==> src/rtl/sensor_print_gen_if.sv <==
// TX FIFO write port bundle for sensor_print_gen.
// Master drives bytes and write strobes; slave returns the full flag.
interface sensor_print_gen_if;
    logic [7:0] tx_data;
    logic       tx_wr;
    logic       fifo_full;

    modport master (
        output tx_data,
        output tx_wr,
        input  fifo_full
    );

    modport slave (
        input  tx_data,
        input  tx_wr,
        output fifo_full
    );
endinterface

==> src/rtl/sensor_print_gen.sv <==
// Formats watch time or humidity/temperature as one ASCII line into the UART TX FIFO.
// Optional SENSOR_PRINT_AUTO_EN: self-trigger a line whenever sec changes in modes 1/3.
module sensor_print_gen #(
    parameter logic [7:0] SEP_CHAR = 8'h3A,
    parameter bit         TERM_CR  = 1'b1
) (
    input  logic                clk,
    input  logic                reset,
    input  logic                start,
    input  logic [1:0]          mode,
    input  logic [5:0]          sec,
    input  logic [5:0]          min,
    input  logic [4:0]          hour,
    input  logic [7:0]          humid,
    input  logic [7:0]          temp,
    sensor_print_gen_if.master  tx,
    output logic                busy,
    output logic                done
);

    typedef enum logic [1:0] {
        IDLE = 2'd0,
        LOAD = 2'd1,
        SEND = 2'd2,
        FIN  = 2'd3
    } state_t;

    state_t state;
    state_t state_nx;

    logic [1:0] s_mode;
    logic [5:0] s_sec;
    logic [5:0] s_min;
    logic [4:0] s_hour;
    logic [7:0] s_humid;
    logic [7:0] s_temp;

    logic [3:0] h1, h0, m1, m0, c1, c0;
    logic [3:0] u2, u1, u0, t2, t1, t0;

    logic [3:0] idx;
    logic [3:0] body_len;
    logic [3:0] last_idx;
    logic       hum_line;
    logic [7:0] line_byte;
    logic       auto_trig;
    logic       go;
    logic       wr;

    function automatic logic [3:0] d_hun(input logic [7:0] v);
        logic [7:0] q;
        q = v / 8'd100;
        return q[3:0];
    endfunction

    function automatic logic [3:0] d_ten(input logic [7:0] v);
        logic [7:0] q;
        q = (v / 8'd10) % 8'd10;
        return q[3:0];
    endfunction

    function automatic logic [3:0] d_one(input logic [7:0] v);
        logic [7:0] q;
        q = v % 8'd10;
        return q[3:0];
    endfunction

    function automatic logic [7:0] asc(input logic [3:0] d);
        return {4'h3, d};
    endfunction

`ifdef SENSOR_PRINT_AUTO_EN
    logic [5:0] prev_sec;
    logic       armed;

    // armed keeps the first post-reset cycle from seeing a spurious change
    always_ff @(posedge clk or posedge reset) begin
        if (reset) begin
            prev_sec <= 6'd0;
            armed    <= 1'b0;
        end else begin
            prev_sec <= sec;
            armed    <= 1'b1;
        end
    end

    assign auto_trig = armed && (sec != prev_sec) &&
                       ((mode == 2'd1) || (mode == 2'd3));
`else
    assign auto_trig = 1'b0;
`endif

    assign go       = (start || auto_trig) && (mode != 2'd2);
    assign hum_line = (s_mode == 2'd3);
    assign body_len = hum_line ? 4'd13 : 4'd8;
    assign last_idx = body_len + (TERM_CR ? 4'd1 : 4'd0);
    assign wr       = (state == SEND) && !tx.fifo_full;

    always_ff @(posedge clk or posedge reset) begin
        if (reset) begin
            state <= IDLE;
        end else begin
            state <= state_nx;
        end
    end

    always_comb begin
        state_nx = state;
        unique case (state)
            IDLE: if (go) state_nx = LOAD;
            LOAD: state_nx = SEND;
            SEND: if (wr && (idx == last_idx)) state_nx = FIN;
            FIN:  state_nx = IDLE;
        endcase
    end

    always_ff @(posedge clk or posedge reset) begin
        if (reset) begin
            s_mode  <= 2'd0;
            s_sec   <= 6'd0;
            s_min   <= 6'd0;
            s_hour  <= 5'd0;
            s_humid <= 8'd0;
            s_temp  <= 8'd0;
        end else if ((state == IDLE) && go) begin
            s_mode  <= mode;
            s_sec   <= sec;
            s_min   <= min;
            s_hour  <= hour;
            s_humid <= humid;
            s_temp  <= temp;
        end
    end

    always_ff @(posedge clk or posedge reset) begin
        if (reset) begin
            {h1, h0, m1, m0, c1, c0} <= '0;
            {u2, u1, u0, t2, t1, t0} <= '0;
        end else if (state == LOAD) begin
            h1 <= d_ten({3'd0, s_hour});
            h0 <= d_one({3'd0, s_hour});
            m1 <= d_ten({2'd0, s_min});
            m0 <= d_one({2'd0, s_min});
            c1 <= d_ten({2'd0, s_sec});
            c0 <= d_one({2'd0, s_sec});
            u2 <= d_hun(s_humid);
            u1 <= d_ten(s_humid);
            u0 <= d_one(s_humid);
            t2 <= d_hun(s_temp);
            t1 <= d_ten(s_temp);
            t0 <= d_one(s_temp);
        end
    end

    always_ff @(posedge clk or posedge reset) begin
        if (reset) begin
            idx <= 4'd0;
        end else if (state == LOAD) begin
            idx <= 4'd0;
        end else if (wr) begin
            idx <= idx + 4'd1;
        end
    end

    always_comb begin
        line_byte = 8'h0A;
        if (idx < body_len) begin
            if (hum_line) begin
                case (idx)
                    4'd0:    line_byte = 8'h48;
                    4'd1:    line_byte = 8'h3D;
                    4'd2:    line_byte = asc(u2);
                    4'd3:    line_byte = asc(u1);
                    4'd4:    line_byte = asc(u0);
                    4'd5:    line_byte = 8'h25;
                    4'd6:    line_byte = 8'h20;
                    4'd7:    line_byte = 8'h54;
                    4'd8:    line_byte = 8'h3D;
                    4'd9:    line_byte = asc(t2);
                    4'd10:   line_byte = asc(t1);
                    4'd11:   line_byte = asc(t0);
                    default: line_byte = 8'h43;
                endcase
            end else begin
                case (idx)
                    4'd0:    line_byte = asc(h1);
                    4'd1:    line_byte = asc(h0);
                    4'd2:    line_byte = SEP_CHAR;
                    4'd3:    line_byte = asc(m1);
                    4'd4:    line_byte = asc(m0);
                    4'd5:    line_byte = SEP_CHAR;
                    4'd6:    line_byte = asc(c1);
                    default: line_byte = asc(c0);
                endcase
            end
        end else if (TERM_CR && (idx == body_len)) begin
            line_byte = 8'h0D;
        end
    end

    assign tx.tx_wr   = wr;
    assign tx.tx_data = (state == SEND) ? line_byte : 8'h00;
    assign busy       = (state == LOAD) || (state == SEND);
    assign done       = (state == FIN);

endmodule
==> src/flat_wrapper.sv <==
// flat-port wrapper written by rule: the top's interface ports become plain ports
module sensor_print_gen_flat 
#(
    parameter logic [7:0] SEP_CHAR = 8'h3A,
    parameter bit         TERM_CR  = 1'b1
)
  (clk, reset, start, mode, sec, min, hour, humid, temp, busy, done, tx_tx_data, tx_tx_wr, tx_fifo_full);
  sensor_print_gen_if tx_i ();
  input  logic clk;
  input  logic reset;
  input  logic start;
  input  logic [1:0] mode;
  input  logic [5:0] sec;
  input  logic [5:0] min;
  input  logic [4:0] hour;
  input  logic [7:0] humid;
  input  logic [7:0] temp;
  output logic busy;
  output logic done;
  output wire logic [$bits(tx_i.tx_data)-1:0] tx_tx_data;
  output wire logic [$bits(tx_i.tx_wr)-1:0] tx_tx_wr;
  input wire logic [$bits(tx_i.fifo_full)-1:0] tx_fifo_full;
  assign tx_tx_data = tx_i.tx_data;
  assign tx_tx_wr = tx_i.tx_wr;
  assign tx_i.fifo_full = tx_fifo_full;
  sensor_print_gen #(.SEP_CHAR(SEP_CHAR), .TERM_CR(TERM_CR)) u_core (.clk(clk), .reset(reset), .start(start), .mode(mode), .sec(sec), .min(min), .hour(hour), .humid(humid), .temp(temp), .tx(tx_i), .busy(busy), .done(done));
endmodule
==> config.mk <==
export PLATFORM = sky130hd
export DESIGN_NAME = sensor_print_gen_flat
export DESIGN_NICKNAME = d
export VERILOG_FILES = /design/src/rtl/sensor_print_gen_if.sv /design/src/rtl/sensor_print_gen.sv /design/src/flat_wrapper.sv
export SDC_FILE = /design/constraint.sdc
export NUM_CORES = 1
export LEC_CHECK = 0
export BUFFER_PORTS_ARGS = -buffer_cell sky130_fd_sc_hd__buf_2
export CORE_MARGIN = 2
export CORE_UTILIZATION = 35
export CTS_CLUSTER_SIZE = 8
export DETAILED_ROUTE_END_ITERATION = 8
export GPL_TIMING_DRIVEN = 0
export SYNTH_ARGS = -nofsm -noshare
export SYNTH_HDL_FRONTEND = slang
export SYNTH_SLANG_ARGS = --single-unit
==> constraint.sdc <==
create_clock -name clk -period 11.35 [get_ports clk]
set_clock_uncertainty 0.2 [all_clocks]
set_input_delay 3.405 -clock clk [delete_from_list [all_inputs] [get_ports clk]]
set_output_delay 3.405 -clock clk [all_outputs]
set_load 0.005 [all_outputs]
After elaboration in Yosys (flattened, before gate mapping) --
Cells that the tools add are included.
Word-level totals: register bits 89, input port bits 39, output and inout bits 11, word-level logic and storage cells 84
Cells by class: $add $sub $neg 2, div/mod/pow operators 17, magnitude comparators 1, equality and inequality tests 20, mux-type cells 12, reduce and logical (&&, ||, !) cells 12
Operator list (number):
- $pmux 7 s11 | 1
- $mod 8x4->8 const B | 7
- $mux 8 | 3
- $pmux 4 s6 | 1
- $div 6x4->8 const B | 2
- $div 8x4->8 const B | 2
- $div 8x7->8 const B | 2
- $eq 4x3->1 const B | 4
- $eq 4x4->1 const B | 4
- $mod 6x4->8 const B | 2
- $add 4x1->4 const B | 2
- $div 5x4->8 const B | 1
- $eq 4x2->1 const B | 2
- $eq 4x4->1 | 2
- $mod 5x4->8 const B | 1
- $mux 4 | 2
- $pmux 2 s4 | 1
- $eq 2x2->1 const B | 3
- $mux 3 | 2
- $eq 4x1->1 const B | 1
- $logic_and 1x1->1 | 4
- $logic_not 4->1 | 1
- $lt 4x4->1 | 1
- $mux 2 | 2
- 9 further kinds | 11

Longest topological paths before layout --
depth after elaboration 7, depth in mapped cells 17, mapped depth without buffers 15

Least setup slack after synthesis --
No wires, ideal clock.
path type input port to output port, start input tx_fifo_full, end output tx_tx_wr, arrival time 3723 ps, required time 7745 ps, slack 4022 ps, stages 2, buffers on the path 1, cells stage by stage nor2b_1 -> clkbuf_1
Between the ends: word-level cells in the longest chain between the ends 2
RTL lines:
- start, declared | RTL line flat_wrapper.sv:22 | input wire logic [$bits(tx_i.fifo_full)-1:0] tx_fifo_full;
- $logic_not 1->1 | RTL line sensor_print_gen.sv:97 | assign wr = (state == SEND) && !tx.fifo_full;
- $logic_and 1x1->1 | RTL line sensor_print_gen.sv:97
- end, declared | RTL line flat_wrapper.sv:21 | output wire logic [$bits(tx_i.tx_wr)-1:0] tx_tx_wr;
Every way passes these cells.

Final worst setup path --
Same ends and word-level chain as after synthesis.

==> results.json <==
{
  "status": "completed",
  "final.fill_count": 1765,
  "gp_congestion": 0.888,
  "diodes": 0,
  "cp_max_fo": 7,
  "synth_top_area_share_pct": 32.7,
  "core.rowCount": 48,
  "path_common_cell": "buf_2",
  "max-cap-violations": 0,
  "cp.arrival_ns": 4.07,
  "avgViaCountPerCell": 5.58,
  "core_um2": 17300,
  "ant_nets": 0,
  "drt-initial-drc-count": 420,
  "netlist_area_um2": 6200,
  "design.portCount": 50,
  "dieArea_um2": 18800,
  "syn_inst": 702,
  "critPathMaxStageDelay_ns": 0.28,
  "start_util_pct": 35.8,
  "die_x_um": 137,
  "grt.total_usage_pct": 17.3,
  "wl_per_cell_um": 15.8,
  "required_ns": 7.75,
  "drt-total-wl_um": 15600,
  "cts_sinks": 81,
  "rrSetupSlack_ns": 6.27,
  "synth_nets": 768,
  "cts_tree": "yes",
  "hold_violations": 0,
  "avgSynthCellArea_um2": 8.83,
  "hpwl_um": 11600,
  "post_cts_resized": 0,
  "relSlewSlack_pct": 18.4,
  "ys_warn_count": 0,
  "first_pass_iters": 5,
  "cts_root_buffer": "clkbuf_16",
  "final_cell_mix": "dfrtp_1 (81), a21oi_1 (61), nor2_1 (54)",
  "ys_top_cells_by_area": "dfrtp_1 (33%), mux2_2 (9.5%), ha_1 (5.5%), a21oi_1 (4.9%), o21ai_0 (3.6%)",
  "critPathKind": "in -> out",
  "area_growth_pct": 14.0,
  "ctsHoldBuffers": 0,
  "clkTransAtPathRegs_ns": 0.06,
  "routed-via-count": 5529,
  "fmax_ghz": 0.130,
  "synth.largest_area_cell": "dfrtp_1",
  "nets": 828,
  "drc": 0,
  "grt_pass1_wl_um": 25900,
  "ys_seq_elements": 81,
  "hold_ws_ns": 0.284,
  "synth_edf_count": 0,
  "gr-total-overflow": 0,
  "dieHeight_um": 137,
  "period_share_pct": 67.6,
  "clock_latency_ns": 0.35,
  "cts_made_buffers": 9,
  "endpoint_kind": "output port",
  "critical-path-slowest-cell": "clkbuf_1",
  "grt_pass1_vias": 5101,
  "synthFlopType": "dfrtp_1",
  "antenna_found_initial": 0,
  "grt_max_degree": 70,
  "min_period_ns": 7.68,
  "path_cells": "buf_2 -> nor2b_1 -> clkbuf_1 -> buf_2",
  "rsz0062_at_grt": "no",
  "drive_gt1_share_pct": 19.8,
  "min_path_type": "reg -> reg",
  "fin_setup_tns_ns": 0,
  "io_buffers": 48,
  "synth_cell_types": 85,
  "start_kind": "primary input",
  "htreeDepth": 3,
  "cts_setup_buffers": 0,
  "worstMarginPinSlew_ns": 1.22,
  "mostFrequentLayoutCell": "dfrtp_1",
  "async_flop_share_pct": 100,
  "clockBufferDepth": 2,
  "setup_viol": 0,
  "ys_seq_area_share_pct": 32.7,
  "drv_slew": 0
}
state kept, by name (all words and copies together), names as in the netlist, 4 cells and up:
signal / cells
u_core.s_sec: 6
u_core.t1: 4
u_core.c0: 4
u_core.m0: 4
u_core.s_temp: 8
u_core.s_humid: 8
u_core.t0: 4
u_core.h0: 4
u_core.s_min: 6
u_core.u1: 4
u_core.idx: 4
u_core.u0: 4
u_core.s_hour: 5
cell type report:
cell class                      instances  area, µm²  area share, %
Inverter                               29        111           1.58
Multi-Input combinational cell        540       3840           54.3
Buffer                                 52        224           3.17
Sequential cell                        81       2030           28.7
Clock inverter                          5       78.8           1.12
Clock buffer                           10        239           3.38
Timing Repair Buffer                   49        268           3.79
Tap cell                              225        282           3.98
cell usage after synthesis, types with 10 or more instances:
cell type	count
a21oi_1	61
nor2b_1	14
nand2_1	42
nand2b_1	13
a31oi_1	12
ha_1	27
clkbuf_1	39
a211oi_1	10
dfrtp_1	81
o211ai_1	13
mux2_2	52
xnor2_1	12
nor3_1	20
o21ai_0	45
nor2_1	54
inv_1	26
per-layer routing:
metal  GRT usage [%]  part of all wire, %
met2            27.6                   46
met1            24.0                   48
met3            3.52                  4.0
met5               0                    0
met4            4.41                  1.4
final timing paths:
check | endpoint | cells past startpoint | start
hold / removal | u_core.s_mode[1] | 2 | u_core.s_mode[1]
min in group asynchronous | u_core.s_temp[3] | 2 | reset
setup / recovery | tx_tx_wr | 4 | tx_fifo_full
hold reg to reg | u_core.s_mode[1] | 2 | u_core.s_mode[1]
max in group asynchronous | u_core.u1[3] | 3 | reset
setup reg to reg | u_core.t1[2] | 16 | u_core.s_temp[3]
critical path, delay by kind of cell:
kind / cells / cell delay, ns
simple gates: 1 / 0.10
buf+inv: 3 / 0.57
cell families after synthesis:
group,after synthesis,synth area share (%)
compound gates,234,25.9
simple gates,197,16.7
flops,81,32.7
buf+inv,81,5.37
mux,59,10.6
fa+ha+maj,31,6.10
xor+xnor,18,2.54
other cells,1,0.0605
through the flow:
step	utilization (%)	cells	instance area [µm²]	setup slack [ns]
after floorplan	-	702	6200	4.02
after global placement	38.8	975	6720	3.67
after detailed placement	39.0	976	6750	3.65
after CTS	40.8	991	7070	3.66
after global routing	40.8	991	7070	3.59
final	40.8	991	7070	3.67
Power is left out: the tool's default activity adds up to more than one toggle a clock period on the data nets, which glitch-free logic cannot reach.
